`config.mk`:
```
export PLATFORM = sky130hd
export DESIGN_NAME = config_loader_flat
export DESIGN_NICKNAME = d
export VERILOG_FILES = /design/src/rtl/config_loader_if.sv /design/src/rtl/config_loader.sv /design/src/flat_wrapper.sv
export SDC_FILE = /design/constraint.sdc
export NUM_CORES = 1
export LEC_CHECK = 0
export ABC_AREA = 1
export CAP_MARGIN = 10
export CORE_MARGIN = 8
export CORE_UTILIZATION = 55
export CTS_CLUSTER_SIZE = 14
export DETAILED_ROUTE_END_ITERATION = 12
export PLACE_DENSITY = 0.82
export SLEW_MARGIN = 20
export SYNTH_ARGS = -nofsm -noshare
export SYNTH_HDL_FRONTEND = slang
export SYNTH_SLANG_ARGS = --single-unit
```
`constraint.sdc`:
```
create_clock -name clock -period 3.8 [get_ports clock]
set_input_delay 0.57 -clock clock [delete_from_list [all_inputs] [get_ports clock]]
set_output_delay 0.57 -clock clock [all_outputs]
set_load 0.01 [all_outputs]
```
`src/rtl/config_loader_if.sv`:
```
// =============================================================================
// Module      : config_loader_if
// Description : Bitstream word channel, chain drive/return and status bundle
//               for config_loader.
// Revision    : 1.0 - initial release
// =============================================================================
`default_nettype none

interface config_loader_if #(
    parameter int WORD_W = 32
);
    logic              start;
    logic [WORD_W-1:0] word_data;
    logic              word_valid;
    logic              word_ready;
    logic              chain_data;
    logic              chain_enable;
    logic              chain_return;
    logic              busy;
    logic              done;
    logic              error;

    // slave = the loader; master = host plus the chain it drives
    modport slave (
        input  start, word_data, word_valid, chain_return,
        output word_ready, chain_data, chain_enable, busy, done, error
    );

    modport master (
        output start, word_data, word_valid, chain_return,
        input  word_ready, chain_data, chain_enable, busy, done, error
    );
endinterface

`default_nettype wire

```
`src/rtl/config_loader.sv`:
```
// =============================================================================
// Module      : config_loader
// Description : Serializes a 32-bit word bitstream LSB-first onto an IO-column
//               config shift chain. Optional readback verify via macro
//               CONFIG_READBACK_EN (rotate chain once, compare CRC-16-CCITT).
// Revision    : 1.0 - initial release
// =============================================================================
`default_nettype none

module config_loader #(
    parameter int CHAIN_LEN = 320,
    parameter int WORD_W    = 32
) (
    input  wire logic      clock,
    input  wire logic      config_nreset,
    config_loader_if.slave bus
);
    localparam int              c_BW  = $clog2(CHAIN_LEN + 1);
    localparam int              c_CW  = $clog2(WORD_W + 1);
    localparam logic [c_BW-1:0] c_LEN = c_BW'(CHAIN_LEN);

    typedef enum logic [2:0] {
        S_IDLE   = 3'd0,
        S_LOAD   = 3'd1,
        S_DONE   = 3'd2
`ifdef CONFIG_READBACK_EN
        ,
        S_VERIFY = 3'd3,
        S_FAIL   = 3'd4
`endif
    } state_t;

    state_t            r_state, w_state_nxt;
    logic [WORD_W-1:0] r_buf, w_buf_nxt;
    logic [c_CW-1:0]   r_cnt, w_cnt_nxt;
    logic [c_BW-1:0]   r_bitcnt, w_bitcnt_nxt;
    logic              r_data, w_data_nxt;
    logic              r_en, w_en_nxt;
    logic              w_ready;
    logic [c_BW-1:0]   w_owed;
    logic [c_CW-1:0]   w_take;

`ifdef CONFIG_READBACK_EN
    localparam logic [15:0] c_CRC_POLY = 16'h1021;
    localparam logic [15:0] c_CRC_INIT = 16'hFFFF;

    logic [15:0] r_crc_load, w_crc_load_nxt;
    logic [15:0] r_crc_ret, w_crc_ret_nxt;
    logic        r_error, w_error_nxt;

    function automatic logic [15:0] f_crc_step(input logic [15:0] crc, input logic bit_in);
        logic fb;
        fb = crc[15] ^ bit_in;
        return {crc[14:0], 1'b0} ^ (fb ? c_CRC_POLY : 16'h0000);
    endfunction
`else
    logic w_unused_return;
    assign w_unused_return = bus.chain_return;
`endif

    // r_cnt holds bits still waiting in r_buf; r_bitcnt counts bits already presented
    assign w_owed = c_LEN - r_bitcnt;
    assign w_take = (32'(w_owed) >= 32'(WORD_W)) ? c_CW'(WORD_W) : c_CW'(w_owed);

    always_comb begin
        w_state_nxt  = r_state;
        w_buf_nxt    = r_buf;
        w_cnt_nxt    = r_cnt;
        w_bitcnt_nxt = r_bitcnt;
        w_data_nxt   = 1'b0;
        w_en_nxt     = 1'b0;
        w_ready      = 1'b0;
`ifdef CONFIG_READBACK_EN
        w_crc_load_nxt = r_crc_load;
        w_crc_ret_nxt  = r_crc_ret;
        w_error_nxt    = r_error;
`endif
        case (r_state)
            S_IDLE: begin
                if (bus.start) begin
                    w_state_nxt  = S_LOAD;
                    w_cnt_nxt    = '0;
                    w_bitcnt_nxt = '0;
`ifdef CONFIG_READBACK_EN
                    w_crc_load_nxt = c_CRC_INIT;
                    w_crc_ret_nxt  = c_CRC_INIT;
                    w_error_nxt    = 1'b0;
`endif
                end
            end
            S_LOAD: begin
                w_ready = (r_cnt == '0) && (r_bitcnt != c_LEN);
`ifdef CONFIG_READBACK_EN
                if (r_en) begin
                    w_crc_load_nxt = f_crc_step(r_crc_load, r_data);
                end
`endif
                if (r_cnt != '0) begin
                    w_data_nxt   = r_buf[0];
                    w_en_nxt     = 1'b1;
                    w_buf_nxt    = r_buf >> 1;
                    w_cnt_nxt    = r_cnt - 1'b1;
                    w_bitcnt_nxt = r_bitcnt + 1'b1;
                end else if (w_ready && bus.word_valid) begin
                    // bit 0 goes straight to the output register so words stream gap-free
                    w_data_nxt   = bus.word_data[0];
                    w_en_nxt     = 1'b1;
                    w_buf_nxt    = bus.word_data >> 1;
                    w_cnt_nxt    = w_take - 1'b1;
                    w_bitcnt_nxt = r_bitcnt + 1'b1;
                end else if (r_bitcnt == c_LEN) begin
`ifdef CONFIG_READBACK_EN
                    w_state_nxt  = S_VERIFY;
                    w_en_nxt     = 1'b1;
                    w_bitcnt_nxt = '0;
`else
                    w_state_nxt  = S_DONE;
`endif
                end
            end
`ifdef CONFIG_READBACK_EN
            S_VERIFY: begin
                w_en_nxt      = 1'b1;
                w_crc_ret_nxt = f_crc_step(r_crc_ret, bus.chain_return);
                w_bitcnt_nxt  = r_bitcnt + 1'b1;
                if (r_bitcnt == c_LEN - 1'b1) begin
                    w_en_nxt = 1'b0;
                    if (w_crc_ret_nxt == r_crc_load) begin
                        w_state_nxt = S_DONE;
                    end else begin
                        w_state_nxt = S_FAIL;
                        w_error_nxt = 1'b1;
                    end
                end
            end
            S_FAIL: begin
                w_state_nxt = S_IDLE;
            end
`endif
            S_DONE: begin
                w_state_nxt = S_IDLE;
            end
            default: begin
                w_state_nxt = S_IDLE;
            end
        endcase
    end

    always_ff @(posedge clock or negedge config_nreset) begin
        if (!config_nreset) begin
            r_state  <= S_IDLE;
            r_buf    <= '0;
            r_cnt    <= '0;
            r_bitcnt <= '0;
            r_data   <= 1'b0;
            r_en     <= 1'b0;
        end else begin
            r_state  <= w_state_nxt;
            r_buf    <= w_buf_nxt;
            r_cnt    <= w_cnt_nxt;
            r_bitcnt <= w_bitcnt_nxt;
            r_data   <= w_data_nxt;
            r_en     <= w_en_nxt;
        end
    end

`ifdef CONFIG_READBACK_EN
    always_ff @(posedge clock or negedge config_nreset) begin
        if (!config_nreset) begin
            r_crc_load <= c_CRC_INIT;
            r_crc_ret  <= c_CRC_INIT;
            r_error    <= 1'b0;
        end else begin
            r_crc_load <= w_crc_load_nxt;
            r_crc_ret  <= w_crc_ret_nxt;
            r_error    <= w_error_nxt;
        end
    end

    // Verify closes the ring combinationally so its length stays CHAIN_LEN
    assign bus.chain_data = (r_state == S_VERIFY) ? bus.chain_return : r_data;
    assign bus.busy       = (r_state == S_LOAD) || (r_state == S_VERIFY);
    assign bus.error      = r_error;
`else
    assign bus.chain_data = r_data;
    assign bus.busy       = (r_state == S_LOAD);
    assign bus.error      = 1'b0;
`endif

    assign bus.word_ready   = w_ready;
    assign bus.chain_enable = r_en;
    assign bus.done         = (r_state == S_DONE);

endmodule

`default_nettype wire

```
`src/flat_wrapper.sv`:
```
// flat-port wrapper written by rule: the top's interface ports become plain ports
module config_loader_flat 
#(
    parameter int CHAIN_LEN = 320,
    parameter int WORD_W    = 32
)
  (clock, config_nreset, bus_start, bus_word_data, bus_word_valid, bus_chain_return, bus_word_ready, bus_chain_data, bus_chain_enable, bus_busy, bus_done, bus_error);
  config_loader_if #(.WORD_W(WORD_W)) bus_i ();
  input  wire logic clock;
  input  wire logic config_nreset;
  input wire logic [$bits(bus_i.start)-1:0] bus_start;
  input wire logic [$bits(bus_i.word_data)-1:0] bus_word_data;
  input wire logic [$bits(bus_i.word_valid)-1:0] bus_word_valid;
  input wire logic [$bits(bus_i.chain_return)-1:0] bus_chain_return;
  output wire logic [$bits(bus_i.word_ready)-1:0] bus_word_ready;
  output wire logic [$bits(bus_i.chain_data)-1:0] bus_chain_data;
  output wire logic [$bits(bus_i.chain_enable)-1:0] bus_chain_enable;
  output wire logic [$bits(bus_i.busy)-1:0] bus_busy;
  output wire logic [$bits(bus_i.done)-1:0] bus_done;
  output wire logic [$bits(bus_i.error)-1:0] bus_error;
  assign bus_i.start = bus_start;
  assign bus_i.word_data = bus_word_data;
  assign bus_i.word_valid = bus_word_valid;
  assign bus_i.chain_return = bus_chain_return;
  assign bus_word_ready = bus_i.word_ready;
  assign bus_chain_data = bus_i.chain_data;
  assign bus_chain_enable = bus_i.chain_enable;
  assign bus_busy = bus_i.busy;
  assign bus_done = bus_i.done;
  assign bus_error = bus_i.error;
  config_loader #(.CHAIN_LEN(CHAIN_LEN), .WORD_W(WORD_W)) u_core (.clock(clock), .config_nreset(config_nreset), .bus(bus_i));
endmodule
```
# [Word-level counts from Yosys, hierarchy flattened]
# Cells that the tools add are included.
[classes] reduce_logical=10 n_eq_ne=9 n_mux=23 add_sub_neg=4 n_lt_le_gt_ge=1
[ops] cell="$mux W32" count=2
[ops] cell="$mux W9" count=3
[ops] cell="$mux W6" count=4
[ops] cell="$pmux W9 S2" count=1
[ops] cell="$mux W3" count=4
[ops] cell="$pmux W6 S2" count=1
[ops] cell="$sub A6 B1 Y6 const B" count=2
[ops] cell="$add A9 B1 Y9 const B" count=1
[ops] cell="$eq A9 B9 Y1 const B" count=1
[ops] cell="$ge A9 B6 Y1 const B" count=1
[ops] cell="$ne A9 B9 Y1 const B" count=1
[ops] cell="$sub A9 B9 Y9 const A" count=1
[ops] cell="$mux W1" count=7
[ops] cell="$logic_not A6 Y1" count=1
[ops] cell="$ne A2 B2 Y1 const B" count=3
[ops] cell="$pmux W3 S2" count=1
[ops] cell="$reduce_bool A6 Y1" count=1
[ops] cell="$reduce_and A4 Y1" count=1
[ops] cell="$reduce_bool A2 Y1" count=2
[ops] cell="$eq A3 B1 Y1 const B" count=1
[ops] cell="$eq A3 B2 Y1 const B" count=1
[ops] cell="$logic_not A3 Y1" count=1
[ops] cell="$ne A3 B1 Y1 const B" count=1
[ops] cell="$reduce_and A3 Y1" count=1
[ops] cell="other kinds (3)" count=4
[word_totals] out_inout_bits=6 inputBits=37 regBits=52 elab_cells=53

# [Longest topological paths before layout]
[logic_depth] word_depth=7 depth_mapped=14 ltp_nobuf=14

# [Worst setup path after synthesis]
# Ideal clock, no wire load.
[synth_timing] kind="flip-flop to flip-flop" startpoint="reg u_core.r_bitcnt[0]" endpoint="reg u_core.r_bitcnt[8]" t_arrival_ns=1.714 n_path_buf=1 required_ns=3.673 setup_time_ns=0.127 path_stages_with_launch=13 synth_period_minus_slack_ns=1.840 slack_ns=1.960 path_cell_list="dfrtp_1 inv_1 ha_1 nand3_2 nor2_2 nand3_2 nand2_1 nand2_2 nand2_4 nand2_2 buf_2 nand4_1 o21ai_0"
[synth_between] elab_chain_len=5
[synth_lines] item="from (decl)" line="config_loader.sv:36" text="logic [c_BW-1:0] r_bitcnt, w_bitcnt_nxt;"
[synth_lines] item="from (signal assigned)" line="config_loader.sv:161" text="r_bitcnt <= w_bitcnt_nxt;"
[synth_lines] item="parallel branches: the longest is 5 deep, another holds $add A9 B1 Y9"
# Parallel ways; which one is timed is not known. The select of a mux whose other input is x is not followed.
# A chain may end at the register's enable or synchronous reset.

# [Final worst setup path]
[layout_timing] startpoint="reg u_core.r_bitcnt[0]" endpoint="out bus_word_ready"
[layout_between] elab_chain_len=3
[layout_lines] item="$ne A9 B9 Y1" line="config_loader.sv:92" text="w_ready = (r_cnt == '0) && (r_bitcnt != c_LEN);"
[layout_lines] item="$logic_and A1 B1 Y1" line="config_loader.sv:92"
[layout_lines] item="$mux W1" line="config_loader.sv:78" text="case (r_state)"
[layout_lines] item="to (decl)" line="flat_wrapper.sv:15" text="output wire logic [$bits(bus_i.word_ready)-1:0] bus_word_ready;"
# No other way between the ends.

==> run summary <==
For the total nets after synthesis, the log shows 388. The startpoint identified for the worst register-to-register timing path is u_core.r_bitcnt[0]. The post-place setup slack is 1.275 ns, and the maximum fanout along the worst path is 8. After synthesis, the share of flip-flops with an asynchronous set or reset is 100.0%. The tool flagged a number of max-cap violations equal to 0. The final antenna diode count is 0. The worst setup path is launched from a flop. In this run, synthesis produced a sequential element count of 50. Setup violations remaining at the end of the flow were counted as 0. For this run, the post-layout net count is 424. The completed layout was analyzed and its total power is 2.064 mW. The library cell used most frequently in the layout, excluding fill and tap cells, is nand2_1.

The flow ran to the end, and the final reports show no timing, DRC or antenna violations. In this run the worst setup path terminates at bus_word_ready. The tools report the placed instance area as 3042 um^2.

The critical path is of the reg2out type. Maximum clock frequency: 362.1 MHz. The average wire per cell in the routed design is 12.81 um.

Power spread over the standard cell area amounts to 654.5 nW/um^2. The via count of the first global-routing pass was 2,257; the vias per cell was 5.364. The reported net switching power is 0.7848 mW, and the clock-pin slew reported for the worst setup and hold paths after clock tree synthesis is 0.09 ns. The share of cells above drive strength 1 was 5.714%. The number of vias in the routed layout was 2,355; the sequential group share of total power was 44.4%. The count of hold buffers inserted by post-cts repair came out at 0. The most critical setup path has its startpoint at u_core.r_bitcnt[0]. Summed over all cells, the static leakage comes to 1.534 nW.

The root buffer cell chosen for the clock tree is clkbuf_8. The accumulated negative setup slack was 0 ns. In this run, synthesis inferred 0 flip-flops with an integrated enable. Counting along the longest clock path gives a buffer depth of 2.

The initial antenna violation count came out at 0. IR analysis of the VDD net gives a maximum drop of 0.3265 mV. Setup repair after global routing left no endpoint under its margin.

Averaged over all synthesized cells, the footprint is 7.590 um^2. 43 I/O pins were placed. From synthesis to final layout, the design area changed by 19.42%. The last weighted congestion value of the routability-driven placer was 0.8224; the final-report hold violation count was 0. The final-report max-slew violation count came out at 0. The run gives 7276 um^2 as the overall die area. The detailed-routing iteration count for the pre-antenna-repair pass is 4. Combinational cells account for 37.6% of the total power.

Final-layout worst hold slack: 0.2698 ns. The worst setup path is captured at an output pin. The tools report the capturing point of the worst reg2reg path as u_core.r_buf[2]. The run gives 67.23% as the share of the core filled with cells. The minimum clock period after layout was 2.762 ns; the area of the mapped netlist was 2641 um^2.

Summed over all layers, the routed wires come to 5625 um. The first routing iteration left 78 violations. The run gives 1.280 mW as the internal power.

Number of design rule violations left after detail routing: 0. After layout, the worst path uses 72.68% of the clock period. Setup slack on the worst reg-to-reg path comes out at 1.38 ns. Gates resized during post-CTS repair numbered 0. The synthesized instance count is 348, and the summed area of non-filler cells in the final layout is 3154 um^2. The maximum number of pins on one net before global-route repair is 51, and the fill cell instance count of the final layout is 388.

Measured along the x axis, the die boundary spans 85.30 um. At the pin with the least slew margin, the transition time is 0.6854 ns. The number of clock buffers added by TritonCTS is 5. The global-route wire length before repair is 9763 um. At the worst endpoint, the required time is 3.23 ns.

Across the routed clock network, the largest skew measured is 0.006067 ns. In this run, the clock network consumes 17.9% of the power. Of the synthesized area, sequential elements account for 47.37%. The number of placed instances, taps included, is 431.

The logs give 0 for the number of setup buffers added after CTS and 0 for the residual antenna-violating net count after detailed routing. The most used flip-flop cell after synthesis is dfrtp_1. The die is 85.30 um tall. Class of the tightest hold or removal check: in2async. The tree built by TritonCTS fans out to 50 sinks. The logs give 32 for the number of different library cells in the post-synthesis netlist and 4692 um^2 for the placeable core region. For the post-DP HPWL, the log shows 4034 um. The H-tree was split into 2 levels.

The number of cells on the worst reg-to-reg path is 12. The tools report the arrival time at the worst endpoint as 2.19 ns. The top cell types in the final layout, fill and taps aside, are nand2_1 (106), nor2_1 (53), dfrtp_1 (50), clkdlybuf4s50_1 (39), a31oi_1 (31). During synthesis, Yosys emitted a total of 0 warnings. The initial utilization of the core area, before any placement, comes to 56.29%.

Clock latency on the worst-skew pair, taken at its later pin, is 0.30 ns. TritonCTS built the clock tree. The worst path meets setup with 1.038 ns of slack. The final cell count without fillers came out at 439. The run gives 0 as the global route total overflow. For the max-slew headroom at the worst pin, the log shows 54.24%.

Across every metal layer, demand over resource in global routing totals 16.41%. The floorplan has 25 rows. In this run switching power makes up 38.02% of total power.

The number of buffer cells added on primary ports is 40.
cell families (layout without fill, tap and decap cells):
logic type,Yosys count,count (layout),share of synthesized area [%]
simple gates,193,193,30.36
compound gates,55,55,12.46
flops,50,50,47.37
buf+inv,45,82,7.911
fa+ha+maj,3,3,1.421
other cells,1,1,0.1420
xor+xnor,1,1,0.3317
layer usage:
metal	routed length (um)	up-vias	track usage, %
li1	-	1207	-
met1	2550	1098	20.19
met2	2795	44	27.98
met3	220	6	3.668
met4	59	0	4.777
met5	0	-	0
critical path: stages (launching register included):
cell and delay [ns]:
dfrtp_1 0.42, inv_1 0.20, ha_1 0.28, nand3_2 0.14, nor2_2 0.12, nand3_2 0.09
nand2_1 0.09, nor2_1 0.04, clkdlybuf4s50_1 0.50
how the worst min path moves through the flow:
stage | from | end | slack (ns) | cells past startpoint
3_5_place_dp | u_core.r_buf[30] | u_core.r_buf[30] | 0.49 | 1
4_1_cts | config_nreset | u_core.r_bitcnt[3] | 0.51 | 1
6_report | config_nreset | u_core.r_bitcnt[2] | 0.27 | 1
3_3_place_gp | u_core.r_buf[30] | u_core.r_buf[30] | 0.48 | 1
5_1_grt | config_nreset | u_core.r_bitcnt[3] | 0.31 | 1
2_1_floorplan | config_nreset | u_core.bus.chain_data | 0.27 | 0
cell usage after synthesis, drive strengths merged (2+ instances only):
cell type | number | area (um^2)
nand3 | 15 | 85.08
o22ai | 2 | 12.51
nand2 | 109 | 421.7
buf | 11 | 81.32
o21ai | 10 | 50.05
a21oi | 8 | 40.04
ha | 3 | 37.54
inv | 29 | 108.9
nor3 | 4 | 20.02
nor2 | 55 | 211.5
dfrtp | 50 | 1251
nor4 | 2 | 12.51
a31oi | 31 | 193.9
nand4 | 6 | 37.54
clkbuf | 5 | 18.77
power groups by stage:
stage / logic (mW) / clock network [mW] / registers, mW
2_1_floorplan: 0.608 / 0 / 0.892
3_3_place_gp: 0.750 / 0 / 0.917
3_5_place_dp: 0.784 / 0 / 0.924
4_1_cts: 0.785 / 0.385 / 0.916
5_1_grt: 0.905 / 0.400 / 0.953
6_report: 0.777 / 0.370 / 0.917
flip-flops by register name (all words and copies together) (netlist names):
signal / count
u_core.bus.chain_enable: 1
u_core.r_buf: 31
u_core.r_state: 2
u_core.r_cnt: 6
u_core.bus.chain_data: 1
u_core.r_bitcnt: 9
area by class of cell:
type                            count  area [um^2]  area share, %
Sequential cell                    50         1251          39.67
Multi-Input combinational cell    253         1181          37.45
Timing Repair Buffer               45        435.4          13.80
Inverter                           29        108.9          3.451
Clock buffer                        6        72.57          2.301
Tap cell                           54        67.56          2.142
Clock inverter                      2        37.54          1.190
No activity file was read; power rests on OpenSTA's default activity.
